==> config.mk <==
export PLATFORM = sky130hd
export DESIGN_NAME = fetch_unit
export DESIGN_NICKNAME = d
export VERILOG_FILES = /design/src/rtl/fetch_unit.sv
export SDC_FILE = /design/constraint.sdc
export NUM_CORES = 1
export LEC_CHECK = 0
export ABC_AREA = 1
export CAP_MARGIN = 0
export CORE_MARGIN = 2
export CORE_UTILIZATION = 55
export DETAILED_ROUTE_END_ITERATION = 8
export GPL_ROUTABILITY_DRIVEN = 0
export GPL_TIMING_DRIVEN = 0
export PLACE_DENSITY = 0.86
export REMOVE_ABC_BUFFERS = 1
export SLEW_MARGIN = 20
export SYNTH_ARGS = -nofsm -noshare
export SYNTH_HDL_FRONTEND = slang
export SYNTH_SLANG_ARGS = --single-unit
export TNS_END_PERCENT = 50
==> constraint.sdc <==
create_clock -name CLK -period 2.8 [get_ports CLK]
set_input_delay 0.84 -clock CLK [delete_from_list [all_inputs] [get_ports CLK]]
set_output_delay 0.84 -clock CLK [all_outputs]
set_load 0.05 [all_outputs]
==> src/rtl/fetch_unit.sv <==
// Instruction fetch stage: PC, single-outstanding imem request, one-entry decode buffer.
// Optional perf counters are built when FETCH_PERF_EN is defined.
module fetch_unit #(
  parameter logic [31:0] RESET_PC = 32'h0000_0000,
  parameter int          ADDR_W   = 32
) (
  input  logic              CLK,
  input  logic              RST,
  output logic              imem_req_valid,
  input  logic              imem_req_ready,
  output logic [ADDR_W-1:0] imem_req_addr,
  input  logic              imem_rsp_valid,
  input  logic [31:0]       imem_rsp_data,
  output logic              instr_valid,
  input  logic              instr_ready,
  output logic [31:0]       instr_out,
  output logic [ADDR_W-1:0] instr_pc,
  output logic [5:0]        Opcode,
  input  logic              redir_valid,
  input  logic [ADDR_W-1:0] redir_pc,
  input  logic [31:0]       redir_instr,
  input  logic              Branch,
  input  logic              Jump,
  input  logic              Zero
`ifdef FETCH_PERF_EN
  ,
  output logic [31:0]       perf_fetched,
  output logic [31:0]       perf_killed
`endif
);

  typedef enum logic [1:0] {
    IDLE,
    REQ,
    WAIT,
    HOLD
  } state_e;

  state_e            state_q, state_d;
  logic [ADDR_W-1:0] pc_q, pc_d;
  logic [ADDR_W-1:0] pc_inf_q, pc_inf_d;
  logic              kill_q, kill_d;
  logic              req_valid_q, req_valid_d;
  logic              ivalid_q, ivalid_d;
  logic [31:0]       iout_q, iout_d;
  logic [ADDR_W-1:0] ipc_q, ipc_d;

  logic              taken;
  logic [ADDR_W-1:0] p4;
  logic [ADDR_W-1:0] br_off;
  logic [ADDR_W-1:0] target;
  logic [5:0]        unused_op;

  assign unused_op = redir_instr[31:26];

  assign taken  = redir_valid & (Jump | (Branch & Zero));
  assign p4     = redir_pc + 32'd4;
  assign br_off = {{14{redir_instr[15]}}, redir_instr[15:0], 2'b00};
  assign target = Jump
                ? {p4[ADDR_W-1:ADDR_W-4], redir_instr[25:0], 2'b00}
                : p4 + br_off;

  always_comb begin
    state_d  = state_q;
    pc_d     = pc_q;
    pc_inf_d = pc_inf_q;
    kill_d   = kill_q;
    ivalid_d = ivalid_q;
    iout_d   = iout_q;
    ipc_d    = ipc_q;

    unique case (state_q)
      IDLE: state_d = REQ;
      REQ: begin
        if (imem_req_ready) begin
          state_d  = WAIT;
          pc_inf_d = pc_q;
          pc_d     = pc_q + 32'd4;
        end
      end
      WAIT: begin
        if (imem_rsp_valid) begin
          if (kill_q) begin
            kill_d  = 1'b0;
            state_d = REQ;
          end else begin
            iout_d   = imem_rsp_data;
            ipc_d    = pc_inf_q;
            ivalid_d = 1'b1;
            state_d  = HOLD;
          end
        end
      end
      HOLD: begin
        if (instr_ready) begin
          ivalid_d = 1'b0;
          state_d  = REQ;
        end
      end
      default: state_d = IDLE;
    endcase

    // A taken redirect overrides everything computed above.
    if (taken) begin
      pc_d     = target;
      ivalid_d = 1'b0;
      iout_d   = iout_q;
      ipc_d    = ipc_q;
      unique case (state_q)
        REQ: begin
          if (imem_req_ready) begin
            state_d  = WAIT;
            pc_inf_d = pc_q;
            kill_d   = 1'b1;
          end else begin
            state_d = REQ;
          end
        end
        WAIT: begin
          if (imem_rsp_valid) begin
            kill_d  = 1'b0;
            state_d = REQ;
          end else begin
            kill_d  = 1'b1;
            state_d = WAIT;
          end
        end
        default: state_d = REQ;
      endcase
    end

    req_valid_d = (state_d == REQ);
  end

  always_ff @(posedge CLK or negedge RST) begin
    if (!RST) begin
      state_q     <= IDLE;
      pc_q        <= RESET_PC;
      pc_inf_q    <= '0;
      kill_q      <= 1'b0;
      req_valid_q <= 1'b0;
      ivalid_q    <= 1'b0;
      iout_q      <= '0;
      ipc_q       <= '0;
    end else begin
      state_q     <= state_d;
      pc_q        <= pc_d;
      pc_inf_q    <= pc_inf_d;
      kill_q      <= kill_d;
      req_valid_q <= req_valid_d;
      ivalid_q    <= ivalid_d;
      iout_q      <= iout_d;
      ipc_q       <= ipc_d;
    end
  end

  assign imem_req_valid = req_valid_q;
  assign imem_req_addr  = pc_q;
  assign instr_valid    = ivalid_q;
  assign instr_out      = iout_q;
  assign instr_pc       = ipc_q;
  assign Opcode         = iout_q[31:26];

`ifdef FETCH_PERF_EN
  logic [31:0] fetched_q, fetched_d;
  logic [31:0] killed_q, killed_d;
  logic        drop_rsp;
  logic        flush_buf;

  // A response is dropped if it was already killed or is killed this cycle.
  assign drop_rsp  = (state_q == WAIT) & imem_rsp_valid & (kill_q | taken);
  assign flush_buf = taken & ivalid_q;

  always_comb begin
    fetched_d = fetched_q;
    killed_d  = killed_q;
    if (ivalid_q & instr_ready & ~taken)
      fetched_d = fetched_q + 32'd1;
    if (drop_rsp | flush_buf)
      killed_d = killed_q + 32'd1;
  end

  always_ff @(posedge CLK or negedge RST) begin
    if (!RST) begin
      fetched_q <= '0;
      killed_q  <= '0;
    end else begin
      fetched_q <= fetched_d;
      killed_q  <= killed_d;
    end
  end

  assign perf_fetched = fetched_q;
  assign perf_killed  = killed_q;
`else
  // Counters are not built.
`endif

endmodule

==> flow_summary.ini, run 1 <==
[clocking]
cts.sinks = 133
cts.path.max_buffers = 2
cts_hold_buf = 0
numCtsBuffers = 17
insertion_delay_ns = 0.43
clockRootBuffer = clkbuf_16
clkTransAtPathRegs_ns = 0.06
htree_levels = 4
cts_tree = built

[global_route]
grt_overflow = 0
antenna_found_initial = 0
grt_pass1_vias = 9765
grt_max_degree = 72
grt_pass1_wl_um = 47200
grt_util_all_layers_pct = 32.6

[floorplanning]
start_util_pct = 56.1
die_area_mm2 = 0.0180
rows = 47
io_pins = 209
die_width_um = 134
core_mm2 = 0.0166
fp.dieH_um = 134

[logic_synthesis]
synth.ff_latch_count = 133
synth_cell_type_count = 44
synth.top_cell.area_share_pct = 35.8
yosysSeqAreaShare_pct = 35.8
synth_top_flop_cell = dfrtp_1
synth_area_per_cell_um2 = 7.26
async_flop_share_pct = 100
synthTopCellsByArea = dfrtp_1 (36%), nand2_1 (14%), mux2_2 (7.0%), inv_1 (6.7%), nor2_1 (6.0%)
yosysTopAreaCell = dfrtp_1
synth.cell_area_mm2 = 0.00931
yosys_warnings = 0
synthCells = 1282
synth_edf_count = 0

[flow_run]
max_cap_viol_count = 0

[pwr]
power_frac_comb_pct = 53.3
pwr-share-seq_pct = 27.6
power.density_mw_per_mm2 = 909
internal-power_w = 0.00646
power_leakage_nw = 6.41
clockPowerShare_pct = 19.1
vdd_drop_max_v = 0.000745
netSwitchingFraction_pct = 47.6
p_switching_w = 0.00588

[cells_and_area]
post-route-util_pct = 81.9
seq_area_mm2 = 0.00333
fin_nets = 1667
multi_input_area_mm2 = 0.00621
nFillCells = 1008
area_delta_synth_final_pct = 45.9
antenna_cells = 0
finalInstanceArea_mm2 = 0.0136
drive_gt1_share_pct = 25.2

[setup_path]
endpoint = imem_req_addr[22]
crit_fanout = 5
r2r_cells = 7
crit_path_start = redir_pc[2]
cp-start-kind = primary input
cp.arrival_ns = 3.47
timing.rr.end = imem_req_addr[8]
critPathCaptureType = flip-flop
crit_required_ns = 3.15
reg2reg_slack_ns = 0.55
worstSetupPathType = primary input to flip-flop
regToRegStartpoint = state_q[1]

[sta]
max_freq_mhz = 320
finalSetupViolCount = 21
fin_crit_ns = 3.12
tightestPinTransition_ns = 0.955
clock_skew_ns = 0.0102
rsz0062_at_grt = yes
setup_ws_ns = -0.324
hold_viol_final = 0
period_share_pct = 112
report.final.slew_viol_count = 0
max_slew_margin_pct = 36.4

[placed_design]
port_buffers = 202
dpl_cell_area_mm2 = 0.0115
hpwl_um = 19600

[run_status]
status = finished with violations
violations = setup timing

[drt]
drt-total-wl_um = 32500
first_pass_iters = 6
ant_nets = 0
drtIter0Drc = 1293
wl_per_cell_um = 18.5
drc = 0
viasPerCell = 5.96
dr_total_vias = 10450

[worst_hold_path]
hold_class = primary input to asynchronous set/reset pin
[power by group through the flow]
stage                     combinational (W)  sequential (W)  clock (W)
after detailed placement            0.00610         0.00340          0
after CTS                           0.00635         0.00339    0.00237
after global placement              0.00598         0.00334          0
after floorplan                     0.00186         0.00549          0
after global routing                0.00693         0.00351    0.00246
final                               0.00658         0.00340    0.00236
[cells by family (layout without fill, tap and decap cells)]
group / after synthesis / after routing / share of synthesized area [%]
and+or+nand+nor: 635 / 635 / 29.0
buffers and inverters: 208 / 460 / 8.87
AOI/OAI and AO/OA: 167 / 167 / 10.0
DFF: 133 / 133 / 35.8
muxes: 58 / 58 / 7.02
adders and majority gates: 41 / 41 / 5.59
xor gates and xnor gates: 40 / 40 / 3.76
[state kept, by name, summed over array words and instances, names as in the netlist]
signal and flops:
kill_q 1, imem_req_valid 1, imem_req_addr 32, instr_valid 1, state_q 2, instr_out 32, pc_inf_q 32, instr_pc 32
[per-stage QoR]
stage / setup slack [ns] / TNS, ns / power (W) / cells / hold slack [ns]
2_1_floorplan: -1.63 / -113.54 / 0.00736 / 1244 / 0.446
3_3_place_gp: -4.47 / -980.32 / 0.00932 / 1666 / 0.464
3_5_place_dp: -1.74 / -127.77 / 0.00949 / 1669 / 0.470
4_1_cts: -0.0447 / -0.101 / 0.0121 / 1743 / 0.368
5_1_grt: -0.400 / -6.25 / 0.0129 / 1754 / 0.390
6_report: -0.324 / -4.06 / 0.0123 / 1754 / 0.337
[Yosys cell counts (2+ instances only)]
cell type / n
a22oi_1: 6
nand2_2: 4
a211oi_1: 3
o21ai_1: 5
inv_1: 165
nor2_2: 3
nand4_1: 18
mux2_2: 58
o211ai_1: 3
o31ai_1: 4
xnor2_1: 10
o21ai_0: 61
buf_4: 7
nor2_4: 7
nand3_2: 2
ha_1: 40
buf_2: 7
dfrtp_1: 133
nand3_1: 83
nor3_1: 26
o21bai_1: 13
nand2_1: 335
inv_2: 5
a21oi_1: 62
clkbuf_1: 22
nor2_1: 148
a31oi_1: 4
xor2_1: 30
nand3b_1: 2
a21o_1: 2
[critical path, cell delays in order]
cell and delay (ns):
buf_8 0.09, ha_4 0.14, nand3_4 0.07, nor2_4 0.11, inv_2 0.07, nor2_1 0.22
xor2_1 0.15, ha_1 0.39, nand2_1 0.16, nor2_1 0.30, nand3_1 0.18, nand3_2 0.17
nand2_1 0.09, a21o_1 0.16, nand3_1 0.10, nand2_1 0.09, a21oi_1 0.13
[layout make-up]
class	instances	share of cell area, %
Clock buffer	18	3.23
Clock inverter	14	1.38
Inverter	170	4.89
Multi-Input combinational cell	941	45.7
Sequential cell	133	24.5
Tap cell	220	2.03
Timing Repair Buffer	257	18.2
Timing Repair inverter	1	0.0553
[worst min-delay path by stage]
| stage | startpoint | end | slack [ns] | cells after the start |
|---|---|---|---|---|
| after floorplan | pc_inf_q[7] | pc_inf_q[7] | 0.45 | 2 |
| after global placement | pc_inf_q[7] | pc_inf_q[7] | 0.46 | 2 |
| after detailed placement | pc_inf_q[7] | pc_inf_q[7] | 0.47 | 2 |
| after CTS | RST | instr_out[6] | 0.37 | 1 |
| after global routing | RST | instr_out[6] | 0.39 | 1 |
| final | RST | instr_out[6] | 0.34 | 1 |
[cells in the final DEF, fill, tap and decap left out, types with 18 or more instances in the layout]
master and instances:
xor2_1 22, nand2_2 49, nand3_1 69, a21oi_1 39
mux2_2 58, nand2_1 273, clkdlybuf4s50_1 171, ha_1 23
nor2_1 113, dfrtp_1 133, buf_4 50, nand4_1 18
nor2_4 28, o21ai_0 55, nor3_1 18, inv_1 148
a21oi_2 21
[timing repair]
action,CTS,global route
hold endpoints to repair,0,0
gates cloned,1,0
gates resized for setup,275,111
buffers inserted,41,11
setup endpoints to repair,101,60
pin swaps,90,73
[metal layers]
metal	vias up	routed length, µm	global-route usage, %
li1	4625	-	-
met1	4835	11400	38.7
met2	771	15600	56.7
met3	219	3170	5.22
met4	0	2310	17.4
met5	-	0	0
(Power assumes the default switching activity.)
==> run 2: changes to the inputs <==
--- a/config.mk
+++ b/config.mk
@@ -6,9 +6,11 @@
 export NUM_CORES = 1
 export LEC_CHECK = 0
 export ABC_AREA = 1
+export ABC_CLOCK_PERIOD_IN_PS = 2800
 export CAP_MARGIN = 0
 export CORE_MARGIN = 2
 export CORE_UTILIZATION = 55
+export CTS_BUF_LIST = sky130_fd_sc_hd__clkbuf_4 sky130_fd_sc_hd__clkbuf_8
 export DETAILED_ROUTE_END_ITERATION = 8
 export GPL_ROUTABILITY_DRIVEN = 0
 export GPL_TIMING_DRIVEN = 0
==> run 2 against run 1 <==
Net effect:
- the run still ends with setup timing left
- sequential share of layout area is 0.53 points higher
- via count is 2.4% lower
- total power is 5.9% lower
- critical path type unchanged
- critical endpoint is now imem_req_addr[18]
- first-iteration DRC count is 5.1% lower
- fmax is 2.7% higher
- non-clock buffer count is 7 lower
- clock power is 26% lower
- die area stayed put
- critical path depth stayed put
- flip-flop and latch count stayed put
==> flow_summary.ini, run 2 (synthesized netlist as in run 1, its figures left out) <==
[setup_path]
critPathCaptureType = flip-flop
cpMostUsedCell = nand2_1
cp_top_family = simple AND/OR/NAND/NOR gates
crit_fanout = 4
regToRegStartpoint = state_q[1]
cp.depth = 17
cp-start-kind = primary input
reg2reg_slack_ns = 0.40
timing.rr.end = imem_req_addr[8]
worstSetupPathType = primary input to flip-flop
slowest_delay_ns = 0.41
cp.arrival_ns = 3.41
r2r_cells = 7
crit_buf_inv = 2
crit_chain = buf_8 > ha_1 > nand4_1 > nor2_4 > nand2_2 > xor2_1 > ha_1 > nand2_2 > nor2_4 > nand2_1 > inv_1 > nand2_1 > nand2_1 > a21oi_1 > o21ai_1 > nand2_1 > a21oi_1
crit_required_ns = 3.17
slowest_stage = ha_1

[drt]
routed.top_layer = met4
ant_nets = 0
dr_total_vias = 10197
drc = 0
wl_met3_um = 2670
wl_per_cell_um = 17.4
drt-total-wl_um = 30400
viasPerCell = 5.84
drtIter0Drc = 1227
first_pass_iters = 8
routedLengthMet1_um = 11400
wl_met2_um = 14600

[sta]
max_freq_mhz = 329
totalNegativeSetupSlack_ns = -1.88
max_slew_margin_pct = 43.5
finalHoldWorstSlack_ns = 0.315
fin_crit_ns = 3.04
period_share_pct = 109
setup_ws_ns = -0.241
rsz0062_at_grt = yes
report.final.slew_viol_count = 0
tightestPinTransition_ns = 0.848
clock_skew_ns = 0.0125
finalSetupViolCount = 16
hold_viol_final = 0

[global_route]
antenna_found_initial = 0
grt_pass1_wl_um = 44800
grt_max_degree = 71
grt_pass1_vias = 9367
grt_util_all_layers_pct = 30.8
grt_overflow = 0

[clocking]
insertion_delay_ns = 0.44
cts_hold_buf = 0
cts_tree = built
clkTransAtPathRegs_ns = 0.09
clockRootBuffer = clkbuf_8
cts.sinks = 133
cts.path.max_buffers = 2
numCtsBuffers = 17
htree_levels = 4

[pwr]
pwr-share-seq_pct = 29.1
internal-power_w = 0.00592
p_switching_w = 0.00569
power.density_mw_per_mm2 = 873
vdd_drop_max_v = 0.000712
power_frac_comb_pct = 55.9
clockPowerShare_pct = 15.1
power_leakage_nw = 6.27
netSwitchingFraction_pct = 49.0

[floorplanning]
die_area_mm2 = 0.0180
start_util_pct = 56.1
fp.dieH_um = 134
io_pins = 209
core_mm2 = 0.0166
die_width_um = 134
rows = 47

[cells_and_area]
antenna_cells = 0
final_common_cell = nand2_1
area_delta_synth_final_pct = 42.9
finalInstanceArea_mm2 = 0.0133
fin_nets = 1659
nFillCells = 1056
drive_gt1_share_pct = 25.8
final_cell_mix = nand2_1 (266), clkdlybuf4s50_1 (171), inv_1 (148)

[placed_design]
hpwl_um = 19600
port_buffers = 202
dpl_cell_area_mm2 = 0.0115

[worst_hold_path]
hold_class = primary input to asynchronous set/reset pin

[flow_run]
max_cap_viol_count = 0

[run_status]
violations = setup timing
status = finished with violations
## run 2: cell count changes in the layout (fill, tap and decap cells not counted), moves of 3 or more
cell       delta
clkbuf_8     +17
clkbuf_16    -17
buf_6         -5
nand2_4       +3
nand2_2       +6
ha_2          +6
nand2_1       -7
ha_4          -4
buf_4         -5
buf_2         +4
## run 2: area by class of cell
cell class | instances | area (µm²) | area share, %
multi-input cells | 941 | 6230 | 46.8
repair buffers | 250 | 2380 | 17.9
clock inverters | 14 | 188 | 1.41
well taps | 220 | 275 | 2.07
inverters | 170 | 656 | 4.93
flip-flops and latches | 133 | 3330 | 25.0
clock buffers | 18 | 248 | 1.86
## run 2: metal layers
metal	vias to the layer above	global-route usage (%)
li1	4616	-
met1	4661	38.3
met2	730	53.5
met3	190	4.16
met4	0	14.3
met5	-	0
## run 2: worst max-delay path by stage
stage / startpoint / end / slack [ns]
after floorplan: Jump / instr_out[0] / -1.63
after global placement: Jump / instr_out[26] / -4.47
after detailed placement: Jump / imem_req_addr[4] / -1.74
after CTS: redir_pc[4] / imem_req_addr[26] / -0.004
after global routing: redir_pc[2] / imem_req_addr[21] / -0.29
final: redir_pc[2] / imem_req_addr[18] / -0.24
## run 2: metrics by stage
stage / total power [W] / util (%) / worst slack [ns] / std cells
2_1_floorplan: 0.00736 / - / -1.63 / 1244
3_3_place_gp: 0.00932 / 68.8 / -4.47 / 1666
3_5_place_dp: 0.00949 / 69.4 / -1.74 / 1669
4_1_cts: 0.0114 / 76.4 / -0.00400 / 1734
5_1_grt: 0.0122 / 80.2 / -0.285 / 1746
6_report: 0.0116 / 80.2 / -0.241 / 1746
## run 2: what timing repair did
item / in CTS / in global routing
pin swaps: 73 / 75
gates resized for setup: 246 / 152
gates cloned: 0 / 0
buffers inserted: 33 / 12
setup endpoints to repair: 101 / 36
endpoints found under the hold margin: 0 / 0
## run 2: power groups by stage
stage                     Sequential [W]  Clock (W)  Combinational, W
after floorplan                  0.00549          0           0.00186
after global placement           0.00334          0           0.00598
after detailed placement         0.00340          0           0.00610
after CTS                        0.00337    0.00178           0.00628
after global routing             0.00348    0.00185           0.00686
final                            0.00337    0.00175           0.00649
==> RTL edit, RTL diff (flow settings as in run 1) <==
The option `FETCH_PERF_EN` is turned on by a define.
--- a/src/rtl/fetch_unit.sv
+++ b/src/rtl/fetch_unit.sv
@@ -1,4 +1,6 @@
 // Instruction fetch stage: PC, single-outstanding imem request, one-entry decode buffer.
 // Optional perf counters are built when FETCH_PERF_EN is defined.
+`define FETCH_PERF_EN
+
 module fetch_unit #(
   parameter logic [31:0] RESET_PC = 32'h0000_0000,
Check against the original RTL (old outputs only; new: perf_fetched and perf_killed): equivalent (equiv_simple and equiv_induct, registers matched by name and starting in step).
==> RTL edit against run 1 <==
  * Non-clock buffer count increased by 83
  * Clock power increased by 5%
  * Register-to-register slack got worse by 150 ps
  * Cell count increased by 28%
  * Critical path type unchanged
  * Routed wire length increased by 38%
  * Design area increased by 31%
  * Sequential cell count increased by 64
  * Critical path depth increased by 3
  * Sequential share of layout area increased by 3.1 points
  * The run still ends with negative setup slack left
  * Worst setup slack got worse by 300 ps
  * Synthesized area increased by 34%
  * Largest cell class unchanged
  * Total power increased by 25%
==> RTL edit: results (changes against run 1) <==
* Worst setup slack after layout at -624 ps (-300 ps)
* Failing checks: negative setup slack
* Worst path slowest cell: or3_4
* Fin Setup TNS at -7220 ps (-3160 ps)
* Seq area share at 0.276 (+0.0314)
* Clk pin slew, worst setup/hold paths at 80 ps (+20 ps)
* CP max stage delay at 440 ps (+50 ps)
* Vias per cell at 5.98 (+0.39%)
* Total wire length at 44,900 microns (+38%)
* Post-synthesis cell count at 1,625 (+27%)
* Gr usage total at 0.324 (-0.00135)
* Final #Nets at 2,092 (+25%)
* Setup WS pre-CTS at -2180 ps (-448 ps)
* Worst-margin pin slew at 854 ps (-101 ps)
* Synth top area cells: dfrtp_1 40%, nand2_1 12%, inv_1 6.4%, xor2_1 5.6%, nor2_1 5.5%
* Run status: complete, but fails checks
* Internal power at 7.88 mW (+22%)
* Fraction of cell area in non-clock buffers at 0.188 (+0.00579)
* Netlist cell types at 52 (+18%)
* Global-route wire length before repair at 62,300 microns (+32%)
* Synth-to-Final Area Change at 43.3%
* Power Combinational at 8.28 mW (+26%)
* Vias in the first global route at 12.6k (+29%)
* Crit-path max FO at 3 (-2)
* Seq pwr share at 0.303 (+0.027)
* Leakage at 8.41 nW (+31%)
* Final setup fails at 22 (+4.8%)
* Post-synthesis sequential area ratio at 0.396 (+0.0384)
* VDD IR max at 0.592 mV (-21%)
* Dpl hpwl at 27,300 microns (+39%)
* Multi-input comb cells at 1,173 (+25%)
* ClkCell Share at 0.0331 (-0.0130)
RTL edit: cell types whose count changed in the layout (fill, tap and decap cells not counted), sizes merged, moves of 15 or more:
cell           before  now
o21ai              66   95
xor2               30   80
nand2             340  397
dfrtp             133  197
inv               174  222
nor2              158  190
clkdlybuf4s50     171  238
nand4              19   34
xnor2              10   31
RTL edit: cells by family (layout without fill, tap and decap cells):
logic type               after synthesis  count (layout)  share of synthesized area
XOR/XNOR                             111             111                     0.0781
other                                  0               1                          0
adder cells (fa/ha/maj)               43              43                     0.0438
AND/OR/NAND/NOR                      778             778                      0.270
AO/OA/AOI/OAI                        189             189                     0.0837
flip-flops                           197             197                      0.396
buffers and inverters                255             587                     0.0811
multiplexers                          52              52                     0.0470
RTL edit: worst paths after layout:
path                                               from                             to  slack [ps]  cells after the start
max                                         redir_pc[8]  imem_req_addr[25]$_DFFE_PN0P_        -620                     20
min                                                 RST    perf_killed[12]$_DFFE_PN0P_         290                      1
max reg2reg                        state_q[0]$_DFF_PN0_    perf_killed[24]$_DFFE_PN0P_         400                     12
min reg2reg                perf_fetched[31]$_DFFE_PN0P_   perf_fetched[31]$_DFFE_PN0P_         470                      1
max in group asynchronous                           RST      instr_out[23]$_DFFE_PN0P_        1420                      3
min in group CLK           perf_fetched[31]$_DFFE_PN0P_   perf_fetched[31]$_DFFE_PN0P_         470                      1
RTL edit: layer usage:
layer,GRT usage,vias to the layer above,part of all wire
met1,0.389,6245,0.35
met3,0.0633,324,0.097
met2,0.557,970,0.48
met5,0,-,0
met4,0.166,0,0.081
li1,-,5877,-
RTL edit: what timing repair did:
item,4_1_cts,5_1_grt
setup endpoints to repair,162,71
setup buffers,37,34
gates resized for setup,234,194
gates cloned,0,2
pin swaps,86,105
